**config.mk**
```make
export PLATFORM = sky130hd
export DESIGN_NAME = batcharger_adc_sched
export DESIGN_NICKNAME = d
export VERILOG_FILES = /design/src/rtl/batcharger_adc_sched.sv
export SDC_FILE = /design/constraint.sdc
export NUM_CORES = 1
export LEC_CHECK = 0
export ABC_AREA = 1
export ABC_CLOCK_PERIOD_IN_PS = 3700
export BUFFER_PORTS_ARGS = -buffer_cell sky130_fd_sc_hd__clkbuf_2
export CAP_MARGIN = 10
export CORE_ASPECT_RATIO = 0.75
export CORE_UTILIZATION = 30
export DETAILED_ROUTE_END_ITERATION = 7
export PLACE_DENSITY = 0.55
export SLEW_MARGIN = 15
export SYNTH_ARGS = -nofsm -noshare
export SYNTH_HDL_FRONTEND = slang
export SYNTH_SLANG_ARGS = --single-unit
```
**constraint.sdc**
```tcl
create_clock -name clk -period 3.7 [get_ports clk]
set_input_delay 0 -clock clk [delete_from_list [all_inputs] [get_ports clk]]
set_output_delay 0 -clock clk [all_outputs]
set_load 0.02 [all_outputs]
```
**src/rtl/batcharger_adc_sched.sv**
```systemverilog
// Round-robin SAR ADC measurement scheduler for the battery V/I/T monitors.
// Optional build macro BATCHARGER_SCHED_AVG_EN: average two back-to-back conversions per measurement.
module batcharger_adc_sched #(
    parameter int unsigned PERIOD  = 256,
    parameter int unsigned TIMEOUT = 64,
    parameter int unsigned CNT_W   = 16
) (
    input  logic       clk,
    input  logic       rstz,
    input  logic       en,
    input  logic       vmonen,
    input  logic       imonen,
    input  logic       tmonen,
    input  logic [7:0] adc_data,
    input  logic       adc_done,
    output logic       adc_start,
    output logic [1:0] adc_sel,
    output logic [7:0] vbat,
    output logic [7:0] ibat,
    output logic [7:0] tbat,
    output logic       vvalid,
    output logic       ivalid,
    output logic       tvalid,
    output logic       busy,
    output logic       tout_err
);
    localparam int unsigned TO_W = 8;
    localparam int unsigned NCH  = 3;

    typedef enum logic [1:0] {S_IDLE, S_START, S_WAIT, S_STORE} state_t;

    state_t           r_state, w_state_nxt;
    logic [CNT_W-1:0] r_cnt;
    logic [TO_W-1:0]  r_to;
    logic [NCH-1:0]   r_pend, r_valid;
    logic [1:0]       r_rr, r_sel;
    logic             r_start, r_busy, r_tout;
    logic [7:0]       r_vbat, r_ibat, r_tbat;

    logic             w_tick, w_gnt_vld, w_done_ok, w_abort, w_release, w_write, w_last;
    logic [NCH-1:0]   w_mon, w_pend_eff, w_sel_oh, w_clr;
    logic [1:0]       w_gnt_sel, w_rr1, w_rr2;
    logic [7:0]       w_result;

    function automatic logic [1:0] f_next(input logic [1:0] ch);
        return (ch >= 2'd2) ? 2'd0 : ch + 2'd1;
    endfunction

    function automatic logic f_bit(input logic [NCH-1:0] vec, input logic [1:0] ch);
        case (ch)
            2'd0:    return vec[0];
            2'd1:    return vec[1];
            2'd2:    return vec[2];
            default: return 1'b0;
        endcase
    endfunction

    assign w_mon      = {tmonen, imonen, vmonen};
    assign w_tick     = en & (r_cnt == CNT_W'(PERIOD - 1));
    // A tick in the current cycle is visible to the IDLE grant without waiting a cycle
    assign w_pend_eff = r_pend | (w_tick ? w_mon : '0);
    assign w_sel_oh   = NCH'(1) << r_sel;
    assign w_clr      = w_release ? w_sel_oh : '0;
    assign w_rr1      = f_next(r_rr);
    assign w_rr2      = f_next(w_rr1);

`ifdef BATCHARGER_SCHED_AVG_EN
    logic       r_second;
    logic [7:0] r_first;
    assign w_result = 8'((9'(r_first) + 9'(adc_data)) >> 1);
    assign w_last   = r_second;

    // First sample of the pair is held until the second conversion completes
    always_ff @(posedge clk or negedge rstz) begin
        if (!rstz) begin
            r_second <= 1'b0;
            r_first  <= '0;
        end else if (!en || r_state == S_IDLE) begin
            r_second <= 1'b0;
        end else if (w_done_ok) begin
            r_second <= 1'b1;
            r_first  <= adc_data;
        end
    end
`else
    assign w_result = adc_data;
    assign w_last   = 1'b1;
`endif

    // Round-robin search starting at r_rr
    always_comb begin
        w_gnt_vld = 1'b1;
        w_gnt_sel = r_rr;
        if (f_bit(w_pend_eff, r_rr))       w_gnt_sel = r_rr;
        else if (f_bit(w_pend_eff, w_rr1)) w_gnt_sel = w_rr1;
        else if (f_bit(w_pend_eff, w_rr2)) w_gnt_sel = w_rr2;
        else                               w_gnt_vld = 1'b0;
    end

    always_ff @(posedge clk or negedge rstz) begin
        if (!rstz) r_state <= S_IDLE;
        else       r_state <= w_state_nxt;
    end

    always_comb begin
        w_state_nxt = r_state;
        w_done_ok   = 1'b0;
        w_abort     = 1'b0;
        w_release   = 1'b0;
        case (r_state)
            S_IDLE:  if (w_gnt_vld) w_state_nxt = S_START;
            S_START: w_state_nxt = S_WAIT;
            S_WAIT: begin
                if (adc_done) begin
                    w_done_ok   = 1'b1;
                    w_state_nxt = w_last ? S_STORE : S_START;
                end else if (r_to == TO_W'(TIMEOUT - 1)) begin
                    w_abort     = 1'b1;
                    w_release   = 1'b1;
                    w_state_nxt = S_IDLE;
                end
            end
            S_STORE: begin
                w_release   = 1'b1;
                w_state_nxt = S_IDLE;
            end
            default: w_state_nxt = S_IDLE;
        endcase
        if (!en) w_state_nxt = S_IDLE;
    end

    assign w_write = w_done_ok & w_last;

    // Result registers load on the done edge so data and strobe appear in the STORE cycle
    always_ff @(posedge clk or negedge rstz) begin
        if (!rstz) begin
            r_cnt   <= '0;
            r_to    <= '0;
            r_pend  <= '0;
            r_rr    <= '0;
            r_sel   <= '0;
            r_start <= 1'b0;
            r_busy  <= 1'b0;
            r_tout  <= 1'b0;
            r_valid <= '0;
            r_vbat  <= '0;
            r_ibat  <= '0;
            r_tbat  <= '0;
        end else if (!en) begin
            r_cnt   <= '0;
            r_to    <= '0;
            r_pend  <= '0;
            r_rr    <= '0;
            r_sel   <= '0;
            r_start <= 1'b0;
            r_busy  <= 1'b0;
            r_tout  <= 1'b0;
            r_valid <= '0;
        end else begin
            r_cnt   <= w_tick ? '0 : r_cnt + CNT_W'(1);
            r_pend  <= (r_pend & ~w_clr) | (w_tick ? w_mon : '0);
            r_start <= (w_state_nxt == S_START);
            r_busy  <= (w_state_nxt != S_IDLE);
            r_valid <= w_write ? w_sel_oh : '0;
            if (r_state == S_IDLE && w_gnt_vld) r_sel <= w_gnt_sel;
            if (r_state == S_START)     r_to <= '0;
            else if (r_state == S_WAIT) r_to <= r_to + TO_W'(1);
            if (w_release) r_rr <= f_next(r_sel);
            if (w_abort)   r_tout <= 1'b1;
            if (w_write) begin
                case (r_sel)
                    2'd0:    r_vbat <= w_result;
                    2'd1:    r_ibat <= w_result;
                    default: r_tbat <= w_result;
                endcase
            end
        end
    end

    assign adc_start = r_start;
    assign adc_sel   = r_sel;
    assign vbat      = r_vbat;
    assign ibat      = r_ibat;
    assign tbat      = r_tbat;
    assign vvalid    = r_valid[0];
    assign ivalid    = r_valid[1];
    assign tvalid    = r_valid[2];
    assign busy      = r_busy;
    assign tout_err  = r_tout;

endmodule

```
* Word-level counts from Yosys, hierarchy flattened *
Cells that the tools add are included.

storage, ports and cells
  register bits after elaboration = 63
  bits of input ports = 15
  output and inout bits = 32
  logic and storage cells = 100

operators by class
  add/subtract/negate cells = 5
  magnitude comparators = 3
  eq/ne operators = 17
  shift-type cells = 1
  muxes and demuxes = 44
  bitwise gates (word level) = 6
  reduce and logical (&&, ||, !) cells = 11

operator list
  cell                                                                count
  16-bit 2-to-1 mux                                                   2
  2-bit 2-to-1 mux                                                    14
  8-bit 2-to-1 mux                                                    3
  16-bit by 1-bit adder with 16-bit output (second input constant)    1
  16-bit by 8-bit == test with 1-bit output (second input constant)   1
  1-bit 2-to-1 mux                                                    15
  3-bit 2-to-1 mux                                                    5
  2-bit by 1-bit == test with 1-bit output (second input constant)    6
  2-bit == test (second input constant)                               5
  2-bit zero test                                                     5
  1-bit case mux with 3 select lines                                  3
  3-bit AND reduction                                                 3
  8-bit by 1-bit adder with 8-bit output (second input constant)      1
  8-bit by 6-bit == test with 1-bit output (second input constant)    1
  2-bit case mux with 4 select lines                                  1
  2-bit by 1-bit adder with 2-bit output (second input constant)      3
  2-bit >= comparator (second input constant)                         3
  2-bit by 1-bit != test with 1-bit output (second input constant)    3
  3-bit OR                                                            2
  3-bit AND                                                           1
  3-bit by 1-bit != test with 1-bit output (second input constant)    1
  3-bit inverter                                                      1
  1-bit by 2-bit << shifter with 3-bit output (first input constant)  1
  1-bit case mux with 2 select lines                                  1
  5 further kinds                                                     5

* Logic depth before layout (Yosys ltp) *
  word-level depth = 16
  depth in mapped cells = 14
  mapped depth without buffers = 14

* Worst setup path before layout *
No wires, ideal clock.

  path kind = register to register
  start point = reg r_cnt[0]
  end point = reg r_busy, in the netlist busy
  library setup time = 0.124 ns
  data arrival time = 1.591 ns
  required time = 3.576 ns
  slack = 1.984 ns
  stages on the path, launching flop included = 13
  cell sequence = dfrtp_1 -> ha_1 -> nand3_2 -> nor2_4 -> nand3_2 -> nand2_2 -> nand2_1 -> nand2_1 -> nor2_2 -> nand3_2 -> nand3_4 -> nand2_2 -> or2_1

between the ends
  longest elaborated chain between the ends = 15

RTL lines
  what                                         RTL line  source
  start, declared                              33        logic [CNT_W-1:0] r_cnt;
  start signal, assigned                       160       r_cnt <= w_tick ? '0 : r_cnt + CNT_W'(1);
  16-bit by 8-bit == test with 1-bit output *  59        assign w_tick = en & (r_cnt == CNT_W'(PERIOD - 1));
  1-bit AND *                                  59
  3-bit 2-to-1 mux *                           61        assign w_pend_eff = r_pend | (w_tick ? w_mon : '0);
  3-bit OR *                                   61
  1-bit case mux with 3 select lines           50        case (ch)
  1-bit 2-to-1 mux                             95        else if (f_bit(w_pend_eff, w_rr1)) w_gnt_sel = w_rr1;
  1-bit 2-to-1 mux                             94        if (f_bit(w_pend_eff, r_rr)) w_gnt_sel = r_rr;
  1-bit 2-to-1 mux                             96        else if (f_bit(w_pend_eff, w_rr2)) w_gnt_sel = w_rr2;
  1-bit 2-to-1 mux                             95
  1-bit 2-to-1 mux *                           94
  2-bit 2-to-1 mux *                           111       S_IDLE: if (w_gnt_vld) w_state_nxt = S_START;
  2-bit case mux with 4 select lines *         110       case (r_state)
  2-bit 2-to-1 mux *                           129       if (!en) w_state_nxt = S_IDLE;
  net w_state_nxt[0]                           32        state_t r_state, w_state_nxt;
  2-bit nonzero test *                         163       r_busy <= (w_state_nxt != S_IDLE);
  1-bit 2-to-1 mux *                           149       end else if (!en) begin
  end signal, assigned                         163
  end, declared                                37        logic r_start, r_busy, r_tout;

The timed path passes the listed nets; every way through them passes the cells marked *. The select of a mux whose other input is x is not followed.
A chain may end at the register's enable or synchronous reset.

* Worst setup path in the final report *
Same ends and word-level chain as after synthesis.

==> impl_metrics.yaml <==
clocking:
  htreeDepth: 3
  cts_max_path_buffers: 2
  cts_sinks: 63
  cts_hold_buf: 11
  cts_resized: 0
  cts_tree: "done"
  clock_latency_ps: 330
  cts_setup_buffers: 0
  cts_root_buf: "clkbuf_16"
  clkTransAtPathRegs_ps: 50
  cts_buffers: 9
power_and_ir_drop:
  power_w: 0.00169
  p_seq_frac: 0.422
  p_sw_frac: 0.209
  ir_worst_vdd_uv: 241
  p_leak_nw: 1.95
  pwr-share-clk: 0.526
  powerDensity_nw_per_um2: 454
  internal_power_w: 0.00133
  power.switching_w: 0.000352
  combPwrFrac: 0.052
global_routing:
  grt_pass1_wl_microns: 11000
  grt_overflow: 0
  antenna_found_initial: 0
  grt_start_max_net_pins: 49
  grt_pass1_vias: 2321
  grt_use_total: 0.144
critical_path:
  rr_endpoint: "busy"
  reg2reg_from: "r_cnt[0]"
  cp.required_ps: 3910
  crit_end: "busy"
  worstPathMaxFanout: 6
  path_class: "reg2reg"
  arrival_ps: 2050
  r2r_slack_ps: 1850
  rr_worst_depth: 12
  cp-startpoint: "r_cnt[0]"
  crit_path_start_kind: "flip-flop"
  endpoint_kind: "flip-flop"
cells_and_area:
  fill_cells: 963
  diodes: 0
  layout_common_cells: "72 x nand2_1, 63 x dfrtp_1, 46 x inv_1, 46 x clkbuf_2, 30 x o21ai_0"
  final_common_cell: "nand2_1"
  drive_gt1_frac: 0.216
  area_growth_pct: 27.4
  final_nets: 412
  finalCoreUtilization: 0.402
timing:
  drv_slew: 0
  relSlewSlack: 0.596
  worst_slew_pin_slew_ps: 606
  rsz0062_at_grt: "false"
  period_minus_slack_ps: 1850
  hold_viol_final: 0
  final.setup.tns_ps: 0
  fmax_ghz: 0.541
  fin_skew_ps: 7.85
  finalSetupViolCount: 0
  timing.final.crit_share: 0.499
detailed_routing:
  first_pass_iters: 4
  num_vias: 2396
  viasPerCell: 4.55
  drt-initial-drc-count: 134
  drc: 0
  drt-total-wl_microns: 6370
  drtAntennaViolNets: 0
  wl_per_cell_microns: 12.1
yosys:
  avgSynthCellArea_sq_um: 8.83
  syn-num-nets: 347
  synth_cell_types: 36
  yosysWarnings: 0
  synth_edf_count: 0
  async_reset_ff_frac: 1.00
  synth-main-ff-cell: "dfrtp_1"
  synth_seq_cells: 63
  netlist_instances: 330
  synth_top_cell_by_area: "dfrtp_1"
  synth_top_area_share: 0.541
  yosysSeqAreaShare: 0.541
  synth_area_leaders: "dfrtp_1 54%, nand2_1 9.3%, inv_1 5.9%, o21ai_0 5.2%, nor2_1 3.7%"
  synthesis.area_sq_um: 2920
floorplanning:
  die_area_sq_um: 10100
  num_rows: 30
  die_w_microns: 116
  initial_utilization: 0.316
  core_sq_um: 9230
  io_pins: 47
  dieHeight_microns: 87.4
min_path:
  min_path_type: "in2reg"
  hold_path_depth: 3
placed_design:
  dp_hpwl_microns: 4560
  gp_congestion: 0.926
  portBuffers: 46
job:
  maxCapViolations: 0
run_status:
  status: "completed"
[layout make-up]
class                   count  area (sq um)  share of cell area
repair buffers             58           348              0.0937
flip-flops and latches     63          1580               0.425
clock inverters             4          70.1              0.0189
clock buffers              11           243              0.0654
well taps                 128           160              0.0431
multi-input cells         216          1140               0.307
inverters                  47           176              0.0475
[Yosys cell counts, types with 2 or more instances]
cell type,n
nand3_2,6
nor2_2,4
xnor2_1,3
nand3_1,12
nand2_1,72
nand3b_1,2
dfrtp_1,63
o21ai_0,30
ha_1,2
a31oi_1,4
a21oi_1,8
nand4_1,6
nand2_2,6
inv_1,46
nor2_1,29
nor3_1,6
buf_2,3
o21ai_1,3
nor2_4,4
xor2_1,5
[sequential cells by signal, summed over array words and instances, names as in the netlist, 2 cells and up]
name and cells:
r_cnt 16, ibat 8, r_to 8, tbat 8
vbat 8, r_pend 3, r_valid 3, adc_sel 2
r_rr 2, r_state 2
[logic make-up after synthesis]
logic type / after synthesis / share of synthesized area
mux: 1 / 0.00343
simple gates: 155 / 0.262
fa+ha+maj: 2 / 0.00858
compound gates: 50 / 0.0931
xor+xnor: 8 / 0.0240
buf+inv: 51 / 0.0682
flops: 63 / 0.541
[metrics by stage]
step / cell area [sq um] / cells / hold WS, ps / setup slack [ps]
CTS: 3710 / 527 / 22.2 / 1850
floorplan: 2920 / 330 / -296 / 1980
global route: 3710 / 527 / 37.3 / 1660
finish: 3710 / 527 / 27.3 / 1850
detailed placement: 3290 / 501 / -53.3 / 1860
global placement: 3290 / 501 / -53.5 / 1890
[power groups by stage]
stage,Clock (W),Sequential [W],Combinational (W)
floorplan,0,0.000736,0.0000248
global placement,0,0.000722,0.0000799
detailed placement,0,0.000723,0.0000805
CTS,0.000915,0.000711,0.0000894
global route,0.000944,0.000713,0.0000991
finish,0.000888,0.000712,0.0000873
[worst min path at each step]
stage,endpoint,slack (ps),startpoint
final,r_pend[2],30,tmonen
after global routing,r_pend[2],40,tmonen
after CTS,r_pend[2],20,tmonen
after detailed placement,r_to[5],-50,rstz
after global placement,r_to[6],-50,rstz
after floorplan,adc_sel[0],-300,rstz
[critical path, stage by stage, from the launching register on]
cell and delay, ps:
dfrtp_1 380, ha_1 240, nand3_2 130, nor2_4 70, nand3_2 90, nand2_2 70, nand2_1 110, nand2_2 80
nor2_2 100, nand3_2 120, nand3_4 100, nand2_2 50, or2_1 190
[per-layer routing]
metal | GRT usage | wire length, microns | vias to the layer above
li1 | - | - | 1193
met1 | 0.190 | 3240 | 1132
met2 | 0.208 | 2630 | 62
met3 | 0.0592 | 408 | 9
met4 | 0.0594 | 95 | 0
met5 | 0 | 0 | -
(Power assumes the default switching activity.)
